File: src/rtl/addsub_nibble_seq.sv
// Nibble-serial W-bit add/subtract sequencer driving an external 4-bit adder.
// Optional zero/overflow flags: define ADDSUB_FLAGS_EN.
module addsub_nibble_seq #(
  parameter  int NIBBLES = 4,
  localparam int W       = 4*NIBBLES
) (
  input  logic         clk,
  input  logic         rst_n,
  input  logic         in_valid,
  output logic         in_ready,
  input  logic [W-1:0] in_a,
  input  logic [W-1:0] in_b,
  input  logic         in_sub,
  output logic [3:0]   adder_a,
  output logic [3:0]   adder_b,
  output logic         adder_c0,
  input  logic [3:0]   adder_s,
  input  logic         adder_c4,
  output logic         out_valid,
  input  logic         out_ready,
  output logic [W-1:0] out_r,
  output logic         out_c
`ifdef ADDSUB_FLAGS_EN
  ,
  output logic         out_z,
  output logic         out_v
`endif
);

  localparam int IW = (NIBBLES > 1) ? $clog2(NIBBLES) : 1;

  typedef enum logic [1:0] {
    IDLE = 2'd0,
    RUN  = 2'd1,
    DONE = 2'd2
  } state_t;

  state_t        state_q, state_d;
  logic [W-1:0]  a_q, b_q, r_q, r_nxt;
  logic [IW-1:0] idx_q;
  logic [IW+1:0] base;
  logic          cr_q;
  logic          last;

  assign base  = {idx_q, 2'b00};
  assign last  = (idx_q == IW'(NIBBLES-1));
  assign out_r = r_q;
  assign out_c = cr_q;

  // Result as it will look once the current nibble lands
  always_comb begin
    r_nxt = r_q;
    r_nxt[base +: 4] = adder_s;
  end

  always_comb begin
    state_d   = state_q;
    in_ready  = 1'b0;
    out_valid = 1'b0;
    adder_a   = 4'h0;
    adder_b   = 4'h0;
    adder_c0  = 1'b0;
    case (state_q)
      IDLE: begin
        in_ready = 1'b1;
        if (in_valid) state_d = RUN;
      end
      RUN: begin
        adder_a  = a_q[base +: 4];
        adder_b  = b_q[base +: 4];
        adder_c0 = cr_q;
        if (last) state_d = DONE;
      end
      DONE: begin
        out_valid = 1'b1;
        if (out_ready) state_d = IDLE;
      end
      default: state_d = IDLE;
    endcase
  end

  always_ff @(posedge clk or negedge rst_n) begin
    if (!rst_n) begin
      state_q <= IDLE;
      a_q     <= '0;
      b_q     <= '0;
      r_q     <= '0;
      idx_q   <= '0;
      cr_q    <= 1'b0;
    end else begin
      state_q <= state_d;
      if (state_q == IDLE && in_valid) begin
        a_q   <= in_a;
        b_q   <= in_b ^ {W{in_sub}};
        cr_q  <= in_sub;
        idx_q <= '0;
      end else if (state_q == RUN) begin
        r_q   <= r_nxt;
        cr_q  <= adder_c4;
        idx_q <= last ? '0 : idx_q + 1'b1;
      end
    end
  end

`ifdef ADDSUB_FLAGS_EN
  logic z_q, v_q;

  always_ff @(posedge clk or negedge rst_n) begin
    if (!rst_n) begin
      z_q <= 1'b0;
      v_q <= 1'b0;
    end else if (state_q == RUN && last) begin
      z_q <= (r_nxt == '0);
      v_q <= (a_q[W-1] == b_q[W-1]) & (adder_s[3] != a_q[W-1]);
    end
  end

  assign out_z = z_q;
  assign out_v = v_q;
`endif

endmodule

File: config.mk
export PLATFORM = sky130hd
export DESIGN_NAME = addsub_nibble_seq
export DESIGN_NICKNAME = d
export VERILOG_FILES = /design/src/rtl/addsub_nibble_seq.sv
export SDC_FILE = /design/constraint.sdc
export NUM_CORES = 1
export LEC_CHECK = 0
export BUFFER_PORTS_ARGS = -buffer_cell sky130_fd_sc_hd__clkbuf_2
export CORE_AREA = 4 4 66 92
export DETAILED_ROUTE_END_ITERATION = 8
export DIE_AREA = 0 0 70 96
export PLACE_DENSITY_LB_ADDON = 0.12
export SYNTH_ARGS = -nofsm -noshare
export SYNTH_HDL_FRONTEND = slang
export SYNTH_SLANG_ARGS = --single-unit
File: constraint.sdc
create_clock -name clk -period 4.75 [get_ports clk]
set_clock_uncertainty 0.05 [all_clocks]
set_input_delay 0.475 -clock clk [delete_from_list [all_inputs] [get_ports clk]]
set_output_delay 0.475 -clock clk [all_outputs]
set_load 0.02 [all_outputs]
==> impl_metrics.yaml <==
power:
  combPwrFrac_pct: 46.7
  clockPowerShare_pct: 14.7
  power.switching_mw: 0.873
  ir_drop_mv: 0.492
  seqPwrFrac_pct: 38.6
  pwr_density_cell_mw_per_mm2: 692
  total_power_mw: 2.13
  sw_frac_of_total_pct: 41.0
  intPower_mw: 1.26
  p_leak_nw: 1.42
yosys:
  yosys.area.top_type: "dfrtp_1"
  synth_seq_cells: 53
  yosysWarningCount: 0
  synth_nets: 284
  synth_flop_cell: "dfrtp_1"
  netlist_area_mm2: 0.00256
  synth-edff-count: 0
  synth_area_per_cell_um2: 10.9
  syn_inst: 236
  async_flop_share_pct: 100
  yosys-top-cells-area: "dfrtp_1 52%, mux2_2 7.0%, mux2i_1 6.3%, xnor2_1 5.5%, nand2_1 5.0%"
  synth_top_area_share_pct: 51.8
  synth_seq_area_share_pct: 51.8
  synth_cell_types: 29
min_path:
  hold_path_class: "input pin to async pin"
final_layout:
  antenna_cells: 0
  areaGrowthSynthToFinish_pct: 20.2
  layoutNonFillerInstCount: 372
  fin_nets: 353
  final_layout_size_suffix_gt1_share_pct: 34.3
timing:
  setup_tns_ps: 0
  period_minus_slack_ps: 2420
  tightest_slew_ps: 653
  fmax_ghz: 0.413
  period_share_pct: 51.0
  hold_viol: 0
  final-setup-viol-count: 0
  rsz0062_at_grt: "no"
  maxSlewHeadroom_pct: 56.5
  slew_viol_final: 0
critical_path:
  worst_setup_path_start_kind: "flip-flop"
  cp_max_fo: 15
  required_ps: 4220
  path_class: "flip-flop to primary output"
  arrival_ps: 1900
  end_kind: "primary output"
clocking:
  cts-buffers-inserted: 5
  cts-root-buf: "clkbuf_8"
  cts_hold_buffers: 0
  clock_path_buffers: 2
  clkSinkCount: 53
  cts_repair_resize_count: 0
  cts.clk_slew.worst_paths_ps: 90
  cts_max_level: 2
  clk_latency_ps: 300
  cts_tree: "done"
  postCtsSetupRepairBufs: 0
floorplanning:
  initial_core_util_pct: 49.3
  pin_count: 70
  die_h_um: 96
  die_w_um: 70
  die_area_mm2: 0.00672
  core_area_mm2: 0.00520
  num_rows: 31
route:
  drtIter0Drc: 49
  via_per_inst: 4.99
  vias: 1857
  first_pass_iters: 4
  ant_nets: 0
  routed_wl_mm: 4.99
  wl_per_cell_um: 13.4
  drc: 0
global_route:
  grt_max_degree: 54
  grt_pass1_vias: 1880
  overflow: 0
  antenna_found_initial: 0
  grtUsageTotal_pct: 15.7
  grt_pass1_wl_mm: 8.32
run_status:
  status: "finished, final reports clean"
place:
  port_buffers: 69
  dp_hpwl_mm: 3.83
  dp.cells: 364
  globalplace.congestion: 0.722
run:
  max_cap_viol_count: 0
## kinds of logic after synthesis
family / synth area share (%)
simple gates: 13.4
mux: 13.3
fa+ha+maj: 2.93
buf+inv: 3.03
xor+xnor: 5.47
compound gates: 10.1
flops: 51.8
## worst max-delay path: stages (launching register included)
cell and delay, ps:
dfrtp_1 700, buf_4 350, mux2i_1 240, o22ai_1 130, clkbuf_2 170
## area by class of cell
type                    count  area [µm²]
repair buffers             73         375
well taps                  66        82.6
clock inverters             2        37.5
flip-flops and latches     53        1330
fillers                   499        2120
multi-input cells         169        1160
clock buffers               6        82.6
inverters                   3        11.3
## synthesized netlist by cell type, types with 3 or more instances
master / instances
a21oi_1: 17
buf_2: 5
buf_4: 4
dfrtp_1: 53
ha_1: 6
inv_1: 3
mux2_2: 16
mux2i_1: 16
nand2_1: 34
nand3b_1: 4
nor2_1: 18
o21ai_0: 17
o22ai_1: 8
xnor2_1: 16
## power groups by stage
stage	registers [mW]	logic (mW)	clock network (mW)
global placement	0.829	1.00	0
global route	0.855	1.11	0.338
finish	0.822	0.995	0.312
detailed placement	0.839	1.01	0
floorplan	0.860	0.687	0
CTS	0.828	1.01	0.323
## cell usage in the layout, fill, tap and decap left out, drive strengths merged
cell,synthesis,layout
a21oi,17,17
a22o,1,1
a22oi,1,1
and2,1,1
and2b,1,1
and4bb,1,1
buf,9,4
bufinv,0,1
clkbuf,2,75
clkinvlp,0,1
dfrtp,53,53
ha,6,6
inv,3,3
mux2,16,16
mux2i,16,16
nand2,36,36
nand2b,1,1
nand3b,4,4
nor2,18,18
nor2b,1,1
nor3b,2,2
nor4b,2,2
nor4bb,1,1
o21ai,17,17
o21bai,1,1
o22ai,8,8
o31ai,2,2
xnor2,16,16
## layer usage
layer	global-route usage (%)	up-vias	part of all wire [%]
met3	3.66	6	5.4
met2	29.8	42	54
met5	0	-	0
met4	6.23	0	1.5
met1	16.8	865	39
li1	-	944	-
## state kept, by name, summed over array words and instances, names as in the netlist
name / count
a_q: 16
state_q: 2
out_c: 1
idx_q: 2
b_q: 16
out_r: 16
## stage by stage
stage | instance area [µm²] | worst slack (ps) | hold slack (ps) | utilization, %
floorplan | 2560 | 2920 | 129 | -
global placement | 2960 | 2470 | 412 | 56.9
detailed placement | 2960 | 2390 | 421 | 56.9
CTS | 3080 | 2310 | 242 | 59.2
global route | 3080 | 2120 | 288 | 59.2
finish | 3080 | 2330 | 221 | 59.2
## worst paths after layout
check	start	endpoint	slack, ps	depth (start not counted)
hold reg to reg	out_r[6]$_DFFE_PN0P_	out_r[6]$_DFFE_PN0P_	440	2
max in group asynchronous	rst_n	b_q[0]$_DFFE_PN0P_	3990	2
min in group clk	adder_c4	out_c$_DFFE_PN0P_	340	3
hold / removal	rst_n	out_r[7]$_DFFE_PN0P_	220	2
setup / recovery	idx_q[0]$_DFFE_PN0P_	adder_b[1]	2330	4
setup reg to reg	idx_q[0]$_DFFE_PN0P_	out_r[13]$_DFFE_PN0P_	2390	6
(Power assumes the default switching activity.)
